--- src/rtl/vga_timing_if.sv ---
// Raster timing bundle from vga_timing_gen to the colour stage.
// The generator drives it; consumers only read.
interface vga_timing_if #(
   parameter int FRAME_BITS = 9
);
   logic [9:0]            hpos;
   logic [9:0]            vpos;
   logic                  hsync;
   logic                  vsync;
   logic                  display_on;
   logic                  line_start;
   logic                  frame_start;
   logic [FRAME_BITS-1:0] frame_no;

   modport master (
      output hpos, vpos, hsync, vsync,
      output display_on, line_start,
      output frame_start, frame_no
   );

   modport slave (
      input hpos, vpos, hsync, vsync,
      input display_on, line_start,
      input frame_start, frame_no
   );
endinterface

--- src/rtl/vga_timing_gen.sv ---
// Free-running VGA raster timing generator with frame counter.
// All outputs are registered and describe the same beam position.
module vga_timing_gen #(
   parameter int H_DISPLAY  = 640,
   parameter int H_FRONT    = 16,
   parameter int H_SYNC     = 96,
   parameter int H_BACK     = 48,
   parameter int V_DISPLAY  = 480,
   parameter int V_FRONT    = 10,
   parameter int V_SYNC     = 2,
   parameter int V_BACK     = 33,
   parameter int SYNC_POL   = 0,
   parameter int FRAME_BITS = 9
) (
   input  logic         clk,
   input  logic         reset,
   input  logic         en,
   vga_timing_if.master vid
);
   localparam int H_TOTAL =
      H_DISPLAY + H_FRONT + H_SYNC + H_BACK;
   localparam int V_TOTAL =
      V_DISPLAY + V_FRONT + V_SYNC + V_BACK;

   localparam logic [9:0] H_MAX = 10'(H_TOTAL - 1);
   localparam logic [9:0] V_MAX = 10'(V_TOTAL - 1);
   localparam logic [9:0] H_VIS = 10'(H_DISPLAY);
   localparam logic [9:0] V_VIS = 10'(V_DISPLAY);
   localparam logic [9:0] HS_BEG =
      10'(H_DISPLAY + H_FRONT);
   localparam logic [9:0] HS_END =
      10'(H_DISPLAY + H_FRONT + H_SYNC - 1);
   localparam logic [9:0] VS_BEG =
      10'(V_DISPLAY + V_FRONT);
   localparam logic [9:0] VS_END =
      10'(V_DISPLAY + V_FRONT + V_SYNC - 1);

   localparam logic ACT = (SYNC_POL != 0);
   localparam logic [FRAME_BITS-1:0] F_INC =
      FRAME_BITS'(1);

   logic       h_wrap;
   logic       v_wrap;
   logic [9:0] h_nxt;
   logic [9:0] v_nxt;
   logic       hs_nxt;
   logic       vs_nxt;
   logic       de_nxt;

   // Levels are derived from the next position so they
   // land in the same cycle as the counters they describe.
   always_comb begin
      h_wrap = (vid.hpos == H_MAX);
      v_wrap = (vid.vpos == V_MAX);
      h_nxt  = h_wrap ? 10'd0 : vid.hpos + 10'd1;
      v_nxt  = vid.vpos;
      if (h_wrap)
         v_nxt = v_wrap ? 10'd0 : vid.vpos + 10'd1;
      hs_nxt = (h_nxt >= HS_BEG) && (h_nxt <= HS_END);
      vs_nxt = (v_nxt >= VS_BEG) && (v_nxt <= VS_END);
      de_nxt = (h_nxt < H_VIS) && (v_nxt < V_VIS);
   end

   always_ff @(posedge clk or posedge reset) begin
      if (reset) begin
         vid.hpos        <= H_MAX;
         vid.vpos        <= V_MAX;
         vid.hsync       <= ~ACT;
         vid.vsync       <= ~ACT;
         vid.display_on  <= 1'b0;
         vid.line_start  <= 1'b0;
         vid.frame_start <= 1'b0;
         vid.frame_no    <= '1;
      end else begin
         vid.line_start  <= 1'b0;
         vid.frame_start <= 1'b0;
         if (en) begin
            vid.hpos        <= h_nxt;
            vid.vpos        <= v_nxt;
            vid.hsync       <= hs_nxt ? ACT : ~ACT;
            vid.vsync       <= vs_nxt ? ACT : ~ACT;
            vid.display_on  <= de_nxt;
            vid.line_start  <= h_wrap;
            vid.frame_start <= h_wrap && v_wrap;
            if (h_wrap && v_wrap)
               vid.frame_no <= vid.frame_no + F_INC;
         end
      end
   end
endmodule

--- src/flat_wrapper.sv ---
// flat-port wrapper written by rule: the top's interface ports become plain ports
module vga_timing_gen_flat 
#(
   parameter int H_DISPLAY  = 640,
   parameter int H_FRONT    = 16,
   parameter int H_SYNC     = 96,
   parameter int H_BACK     = 48,
   parameter int V_DISPLAY  = 480,
   parameter int V_FRONT    = 10,
   parameter int V_SYNC     = 2,
   parameter int V_BACK     = 33,
   parameter int SYNC_POL   = 0,
   parameter int FRAME_BITS = 9
)
  (clk, reset, en, vid_hpos, vid_vpos, vid_hsync, vid_vsync, vid_display_on, vid_line_start, vid_frame_start, vid_frame_no);
  vga_timing_if #(.FRAME_BITS(FRAME_BITS)) vid_i ();
  input  logic clk;
  input  logic reset;
  input  logic en;
  output wire logic [$bits(vid_i.hpos)-1:0] vid_hpos;
  output wire logic [$bits(vid_i.vpos)-1:0] vid_vpos;
  output wire logic [$bits(vid_i.hsync)-1:0] vid_hsync;
  output wire logic [$bits(vid_i.vsync)-1:0] vid_vsync;
  output wire logic [$bits(vid_i.display_on)-1:0] vid_display_on;
  output wire logic [$bits(vid_i.line_start)-1:0] vid_line_start;
  output wire logic [$bits(vid_i.frame_start)-1:0] vid_frame_start;
  output wire logic [$bits(vid_i.frame_no)-1:0] vid_frame_no;
  assign vid_hpos = vid_i.hpos;
  assign vid_vpos = vid_i.vpos;
  assign vid_hsync = vid_i.hsync;
  assign vid_vsync = vid_i.vsync;
  assign vid_display_on = vid_i.display_on;
  assign vid_line_start = vid_i.line_start;
  assign vid_frame_start = vid_i.frame_start;
  assign vid_frame_no = vid_i.frame_no;
  vga_timing_gen #(.H_DISPLAY(H_DISPLAY), .H_FRONT(H_FRONT), .H_SYNC(H_SYNC), .H_BACK(H_BACK), .V_DISPLAY(V_DISPLAY), .V_FRONT(V_FRONT), .V_SYNC(V_SYNC), .V_BACK(V_BACK), .SYNC_POL(SYNC_POL), .FRAME_BITS(FRAME_BITS)) u_core (.clk(clk), .reset(reset), .en(en), .vid(vid_i));
endmodule
--- config.mk ---
export PLATFORM = sky130hd
export DESIGN_NAME = vga_timing_gen_flat
export DESIGN_NICKNAME = d
export VERILOG_FILES = /design/src/rtl/vga_timing_if.sv /design/src/rtl/vga_timing_gen.sv /design/src/flat_wrapper.sv
export SDC_FILE = /design/constraint.sdc
export NUM_CORES = 1
export LEC_CHECK = 0
export CAP_MARGIN = 20
export CORE_MARGIN = 3
export CORE_UTILIZATION = 30
export CTS_BUF_LIST = sky130_fd_sc_hd__clkbuf_16
export DETAILED_ROUTE_END_ITERATION = 7
export PLACE_DENSITY = 0.56
export SETUP_SLACK_MARGIN = 0.05
export SLEW_MARGIN = 15
export SYNTH_ARGS = -nofsm -noshare
export SYNTH_HDL_FRONTEND = slang
export SYNTH_SLANG_ARGS = --single-unit
--- constraint.sdc ---
create_clock -name clk -period 2 [get_ports clk]
set_input_delay 0.2 -clock clk [delete_from_list [all_inputs] [get_ports clk]]
set_output_delay 0.2 -clock clk [all_outputs]
set_load 0.05 [all_outputs]
Yosys cells after proc, flatten, opt, wreduce, memory -nomap -nowiden
Index checks and enable logic that the tools add are counted.
{ "totals": {"reg_bits": 34, "in_bits": 3, "elab_cells": 31, "output_inout_bits": 34} }
{ "op_classes": {"add_sub_neg": 3, "n_lt_le_gt_ge": 6, "n_eq_ne": 2, "reduce_logical": 5, "muxes": 7} }
{ "op_table": {"columns": ["op", "n"], "rows": [
  ["$mux W10", 3],
  ["$add A10 B1 Y10 const B", 2],
  ["$eq A10 B10 Y1 const B", 2],
  ["$ge A10 B10 Y1 const B", 1],
  ["$ge A10 B9 Y1 const B", 1],
  ["$le A10 B10 Y1 const B", 1],
  ["$le A10 B9 Y1 const B", 1],
  ["$lt A10 B10 Y1 const B", 1],
  ["$lt A10 B9 Y1 const B", 1],
  ["$add A9 B1 Y9 const B", 1],
  ["$logic_and A1 B1 Y1", 4],
  ["$mux W1", 4],
  ["$reduce_and A2 Y1", 1]
]} }

Longest topological paths before layout
Gate-level depths: netlist of the first run.
{ "logic_depth": {"depth_word": 6, "mapped_depth": 9, "depth_no_buf": 7} }

Worst setup path before layout of the first run
No wires, ideal clock.
{ "synth_timing": {"path_kind": "register to register", "startpoint": "reg u_core.vid.hpos[0]", "endpoint": "reg u_core.vid.display_on", "slack_ns": -0.196, "setup_time_ns": 0.104, "required_time_ns": 1.896, "t_arrival_ns": 2.093, "period_less_slack_ns": 2.196, "stages_incl_launch_ff": 9, "n_path_buf": 2, "path_cell_list": "dfstp_2 > ha_1 > and4_1 > buf_4 > and3_1 > buf_2 > o21ai_1 > a21o_1 > o41ai_2"} }
{ "synth_between": {"elab_chain_len": 4, "word_cells_on_any_way": 7, "classes_between": "1 x add/sub; 2 x order compare; 1 x eq/ne; 2 x mux; 1 x reduce/logical"} }
{ "synth_rtl": {"columns": ["item", "line_no", "text"], "rows": [
  ["start: declaration", "vga_timing_if.sv:16", "output hpos, vpos, hsync, vsync,"],
  ["start signal: assignment", "vga_timing_gen.sv:78", "vid.hpos <= h_nxt;"],
  ["$add A10 B1 Y10 / $eq A10 B10 Y1 (equally long branches)", "vga_timing_gen.sv:55, vga_timing_gen.sv:53", null],
  ["$mux W10, on equally long branches", "vga_timing_gen.sv:55, vga_timing_gen.sv:57", null],
  ["$lt A10 B10 Y1 / $lt A10 B9 Y1 (equally long branches)", "vga_timing_gen.sv:61", "de_nxt = (h_nxt < H_VIS) && (v_nxt < V_VIS);"],
  ["$logic_and A1 B1 Y1 (*)", "vga_timing_gen.sv:61", null],
  ["end signal: assignment", "vga_timing_gen.sv:82", "vid.display_on <= de_nxt;"],
  ["end: declaration", "vga_timing_if.sv:17", "output display_on, line_start,"]
]} }
Every way passes the cells marked *; elsewhere a longest branch is shown, timed or not.
A chain may end at the register's enable or synchronous reset.

Final worst setup path of the first run
{ "layout_timing": {"startpoint": "reg u_core.vid.vpos[3]", "endpoint": "out vid_vpos[3]"} }
{ "layout_lines": {"columns": ["item", "line_no", "text"], "rows": [
  ["start: declaration", "vga_timing_if.sv:16", null],
  ["start signal: assignment", "vga_timing_gen.sv:79", "vid.vpos <= v_nxt;"],
  ["end: declaration", "flat_wrapper.sv:21", "output wire logic [$bits(vid_i.vpos)-1:0] vid_vpos;"]
]} }
No word-level cell between the ends.

==> results of run 1 <==
synthesized netlist by cell type (all sizes together), types with 2 or more instances:
cell type  instances  area [um^2]
nand3              8         40.0
nand2             19         71.3
buf                9         58.8
inv                9         33.8
nand4             10         77.6
dfstp             21          552
a211oi             2         15.0
and2               3         18.8
dfrtp             13          325
xnor2             12          105
nor2              10         40.0
and3               8         50.1
nor3               6         41.3
mux2               5         56.3
xor2               4         35.0
a21oi              4         20.0
o31ai              4         30.0
or3                2         17.5
and4b              2         20.0
o21ai             12         60.1
clkbuf             3         11.3
nand2b             3         18.8
a41oi              3         26.3
ha                 5         62.6
nor4               3         18.8
and4               2         17.5
a21boi             2         15.0
what timing repair did:
action | CTS | global route
resized for setup | 2 | 9
pin swaps | 0 | 1
setup endpoints to repair | 3 | 11
metrics by stage:
| stage | cell area (um^2) | utilization (%) | cells | power (mW) | TNS, ns |
|---|---|---|---|---|---|
| after global placement | 2590 | 40.5 | 326 | 1.64 | 0 |
| after detailed placement | 2590 | 40.5 | 326 | 1.65 | -0.0101 |
| after global routing | 2740 | 42.9 | 333 | 2.49 | 0 |
| final | 2740 | 42.9 | 333 | 2.35 | 0 |
| after CTS | 2720 | 42.7 | 333 | 2.39 | 0 |
| after floorplan | 2060 | - | 202 | 1.40 | -0.343 |
per-layer routing:
layer / track usage, % / share of wire, % / wire length [um]
met3: 3.86 / 3.4 / 163
met4: 5.58 / 2.2 / 107
met2: 22.5 / 48 / 2310
met5: 0 / 0 / 0
met1: 17.0 / 46 / 2210
area by class of cell:
type / instances / area (um^2) / area share (%)
multi-input combinational: 147 / 1050 / 38.5
sequential: 34 / 888 / 32.4
timing repair buffer: 59 / 531 / 19.4
clock buffer: 5 / 125 / 4.57
tap: 77 / 96.3 / 3.52
inverter: 9 / 33.8 / 1.23
clock inverter: 2 / 10.0 / 0.366
report_power, final:
part,internal (mW),switching [mW]
combinational,0.272,0.442
clock,0.449,0.277
sequential,0.809,0.102
total,1.53,0.821
kinds of logic after synthesis:
family | count (synthesis) | synth area share [%]
simple gates | 83 | 24.5
compound gates | 37 | 12.9
flops | 34 | 44.0
buf+inv | 21 | 5.21
xor+xnor | 16 | 7.03
mux | 6 | 3.32
fa+ha+maj | 5 | 3.14
how the worst max path moves through the flow:
stage               cells after the start               endpoint
floorplan                               8  u_core.vid.display_on
global placement                        6  u_core.vid.display_on
detailed placement                      6  u_core.vid.display_on
CTS                                     6  u_core.vid.display_on
global route                            6  u_core.vid.display_on
finish                                  1            vid_vpos[3]
flip-flops by register name, indices dropped and copies added, names as in the netlist:
| signal | flops |
|---|---|
| u_core.vid.hpos | 10 |
| u_core.vid.line_start | 1 |
| u_core.vid.frame_start | 1 |
| u_core.vid.display_on | 1 |
| u_core.vid.frame_no | 9 |
| u_core.vid.hsync | 1 |
| u_core.vid.vpos | 10 |
| u_core.vid.vsync | 1 |
==> flow_summary.json, run 1 <==
{
  "worstSetupEndpointType": "output port",
  "numClockSinks": 34,
  "initial_core_util_pct": 31.2,
  "diodes": 0,
  "syn_nets": 210,
  "syn_area_um2": 1990,
  "slowest_delay_ns": 0.82,
  "cts_buffers": 5,
  "post-place-ws_ns": -0.0101,
  "synth_cell_types": 55,
  "worst_ep_required_time_ns": 1.80,
  "rows": 29,
  "r2r_cells": 5,
  "grt_pass1_vias": 1692,
  "post-route-period-util_pct": 94.8,
  "wire_per_inst_um": 14.4,
  "ys_async_sr_fraction_pct": 100,
  "relSlewSlack_pct": 66.0,
  "dieHeight_um": 87.5,
  "die_w_um": 87.5,
  "layout_common_cells": "29 x clkdlybuf4s50_1, 26 x buf_4, 19 x dfstp_2",
  "ys.flop_type": "dfstp_2",
  "drc": 0,
  "core_um2": 6390,
  "maxCapViolCount": 0,
  "critPathLaunch": "u_core.vid.vpos[3]",
  "gp_congestion": 0.835,
  "root_buffer": "clkbuf_16",
  "power.density_nw_per_um2": 859,
  "r2r_slack_ns": 0.11,
  "worstPathMaxFanout": 8,
  "vias": 1695,
  "path_class": "flip-flop to output port",
  "viasPerCell": 5.09,
  "drt_iter0_drc": 89,
  "area_growth_syn_to_layout_pct": 37.3,
  "clkTransAtPathRegs_ns": 0.06,
  "post-cts-setup-buffer-count": 0,
  "tightest_slew_ns": 0.509,
  "syn_avg_cell_area_um2": 9.87,
  "p_leak_nw": 1.09,
  "drive_gt1_share_pct": 30.1,
  "htreeDepth": 2,
  "hold_class": "primary input to asynchronous set/reset pin",
  "fin_crit_ns": 1.90,
  "rsz0062_at_grt": "yes",
  "reg2reg_to": "u_core.vid.display_on",
  "synthCells": 202,
  "drt_first_pass_iters": 4,
  "wl_mm": 4.80,
  "grt_util_all_layers_pct": 13.7,
  "worstSkewPairLatency_ns": 0.28,
  "crit_family": "buffers and inverters",
  "synth-edff-count": 0,
  "critical_path.slowest_cell": "clkdlybuf4s50_1",
  "port-buffer-count": 36,
  "ir_worst_vdd_mv": 0.499,
  "crit_chain": "clkdlybuf4s50_1",
  "setup_violations": 0,
  "crit_arrival_ns": 1.70,
  "reg2reg_from": "u_core.vid.hpos[1]",
  "finClkSkew_ns": 0.00786,
  "hold_viol": 0,
  "holdBufCountCts": 0,
  "layout_commonest_cell": "clkdlybuf4s50_1",
  "yosysSeqAreaShare_pct": 44.0,
  "clockBufferDepth": 2,
  "dp_hpwl_mm": 3.59,
  "grt-ovfl-total": 0,
  "fmax_ghz": 0.528,
  "yosys_warnings": 0,
  "status": "complete, no violations",
  "nets": 264,
  "cts_tree": "yes",
  "fin_ws_ns": 0.104,
  "startpoint_type": "flip-flop",
  "ys_seq_elements": 34,
  "n_fill_cell": 626,
  "ant_nets": 0,
  "maxSlewViolCount": 0,
  "grt_pass1_wl_mm": 8.12,
  "fp.dieArea_um2": 7660,
  "antenna_found_initial": 0,
  "worst-path-buf-inv": 1,
  "pin_count": 37,
  "hold_ws_ns": 0.318,
  "grt_max_degree": 35
}
No activity file was read; power rests on OpenSTA's default activity.
==> inputs of run 2 (changes only) <==
Settings changed: CORE_UTILIZATION 30 to 46, PLACE_DENSITY 0.56 to 0.77.
==> run 2 against run 1 <==
Combinational power about the same. Setup slack worse by 0.065 ns. First-iteration DRC count down 4.5%. Clock skew down 0.0010 ns. Critical path type is now flip-flop to flip-flop. Maximum frequency down 3.3%. Clock-buffer cell count unchanged. Routed wire length down 4.8%. Highest routed layer unchanged. Global-route usage up 5.3 points.
==> flow_summary.json, run 2 (synthesis gave the netlist of run 1 again) <==
{
  "power.density_nw_per_um2": 863,
  "swShare_pct": 34.6,
  "post-place-ws_ns": -0.0375,
  "worstSkewPairLatency_ns": 0.28,
  "post-route-period-util_pct": 98.0,
  "crit_chain": "ha_4, and4_4, nand3_1, a211oi_1, o21ai_0, o41ai_2",
  "hold_ws_ns": 0.250,
  "critical_path.slowest_cell": "dfstp_4",
  "power_frac_seq_pct": 39.4,
  "worstSetupEndpointType": "flip-flop",
  "tns_ns": 0,
  "top_regs": "u_core.vid.hpos (10), u_core.vid.vpos (10), u_core.vid.frame_no (9)",
  "numClockSinks": 34,
  "maxSlewViolCount": 0,
  "status": "complete, no violations",
  "cts_tree": "yes",
  "combPwrFrac_pct": 30.4,
  "hold_class": "primary input to asynchronous set/reset pin",
  "crit_arrival_ns": 2.13,
  "fmax_ghz": 0.510,
  "wire_per_inst_um": 15.0,
  "n_fill_cell": 325,
  "multi_input_area_um2": 1080,
  "startpoint_type": "flip-flop",
  "antenna_found_initial": 0,
  "drc": 0,
  "cts_buffers": 5,
  "finClkSkew_ns": 0.00684,
  "hold_viol": 0,
  "core_um2": 4090,
  "drive_gt1_share_pct": 29.0,
  "clockPowerShare_pct": 30.2,
  "r2r_cells": 6,
  "rows": 23,
  "grt_max_degree": 19,
  "viasPerCell": 5.65,
  "ant_nets": 0,
  "tightest_slew_ns": 0.511,
  "grt_util_all_layers_pct": 19.0,
  "drt_first_pass_iters": 4,
  "gp_congestion": 0.925,
  "maxCapViolCount": 0,
  "slowest_delay_ns": 0.65,
  "grt_pass1_wl_mm": 7.67,
  "fin_crit_ns": 1.96,
  "worst_ep_required_time_ns": 2.17,
  "relSlewSlack_pct": 65.9,
  "p_switching_mw": 0.810,
  "initial_core_util_pct": 48.8,
  "ir_worst_vdd_mv": 0.597,
  "power_mw": 2.34,
  "fp.dieArea_um2": 5160,
  "rsz0062_at_grt": "yes",
  "dieHeight_um": 71.8,
  "drt_iter0_drc": 85,
  "clockBufferDepth": 2,
  "fin_ws_ns": 0.0396,
  "vias": 1722,
  "setup_violations": 0,
  "layout_common_cells": "31 x clkdlybuf4s50_1, 23 x buf_4, 19 x dfstp_2",
  "dp_hpwl_mm": 3.30,
  "p_leak_nw": 1.11,
  "wl_mm": 4.57,
  "final_cells": 305,
  "area_growth_syn_to_layout_pct": 35.9,
  "root_buffer": "clkbuf_16",
  "place_inst": 293,
  "p_int_mw": 1.53,
  "htreeDepth": 2,
  "pin_count": 37,
  "clkTransAtPathRegs_ns": 0.05,
  "final-seq-area_um2": 886,
  "layout_commonest_cell": "clkdlybuf4s50_1",
  "diodes": 0,
  "die_w_um": 71.8,
  "nets": 262,
  "grt_pass1_vias": 1626,
  "worstPathMaxFanout": 6,
  "path_class": "flip-flop to flip-flop",
  "port-buffer-count": 36,
  "grt-ovfl-total": 0
}
-- run 2: cell count changes in the layout (fill, tap and decap cells not counted), moves of 2 or more --
cell and delta:
dlymetal6s2s_1 -2, clkinv_2 -2, dfrtp_1 +2, o21ai_0 +2, buf_4 -3, clkdlybuf4s50_1 +2
o21ai_1 -2, inv_1 +2, dfrtp_2 -2, nor3_1 -2
-- run 2: repair_timing --
action | in CTS | in global routing
buffers inserted | 0 | 4
pin swaps | 0 | 2
hold buffers | 0 | 0
resized for setup | 4 | 7
endpoints found under the setup margin | 8 | 10
-- run 2: metal layers --
metal	vias up	wire, um	GRT usage, %
met1	829	2100	26.5
met5	-	0	0
met2	49	2180	28.6
met3	4	235	5.33
met4	0	41	6.47
li1	840	-	-
-- run 2: path summary, 6_finish.rpt --
path	startpoint	endpoint	slack, ns
worst min register to register	u_core.vid.frame_no[8]	u_core.vid.frame_no[8]	0.49
worst max register to register	u_core.vid.hpos[0]	u_core.vid.display_on	0.04
worst max-delay path	u_core.vid.hpos[0]	u_core.vid.display_on	0.04
max in group asynchronous	reset	u_core.vid.hsync	1.48
worst min-delay path	reset	u_core.vid.vpos[4]	0.25
min in group clk	u_core.vid.frame_no[8]	u_core.vid.frame_no[8]	0.49
-- run 2: final cells by class --
| cell class | count | share of cell area (%) |
|---|---|---|
| Timing Repair Buffer | 57 | 18.9 |
| Sequential cell | 34 | 32.7 |
| Multi-Input combinational cell | 147 | 39.8 |
| Clock buffer | 5 | 4.62 |
| Tap cell | 50 | 2.31 |
| Inverter | 9 | 1.25 |
| Clock inverter | 3 | 0.416 |
-- run 2: worst max-delay path: cells and delay by family, from the launching register on --
| kind | cells | cell delay (ns) |
|---|---|---|
| and+or+nand+nor | 2 | 0.37 |
| DFF | 1 | 0.65 |
| adders and majority gates | 1 | 0.13 |
| AOI/OAI and AO/OA | 3 | 0.71 |
-- run 2: stage by stage --
| stage | area, um^2 | util [%] |
|---|---|---|
| 6_report | 2710 | 66.3 |
| 5_1_grt | 2710 | 66.3 |
| 4_1_cts | 2650 | 64.8 |
| 3_5_place_dp | 2510 | 61.5 |
| 3_3_place_gp | 2510 | 61.5 |
| 2_1_floorplan | 2060 | - |
-- run 2: power groups by stage --
stage | Clock, mW | Combinational, mW | Sequential, mW
2_1_floorplan | 0 | 0.253 | 1.14
3_3_place_gp | 0 | 0.710 | 0.921
3_5_place_dp | 0 | 0.721 | 0.926
4_1_cts | 0.733 | 0.712 | 0.918
5_1_grt | 0.757 | 0.761 | 0.934
6_report | 0.707 | 0.711 | 0.921
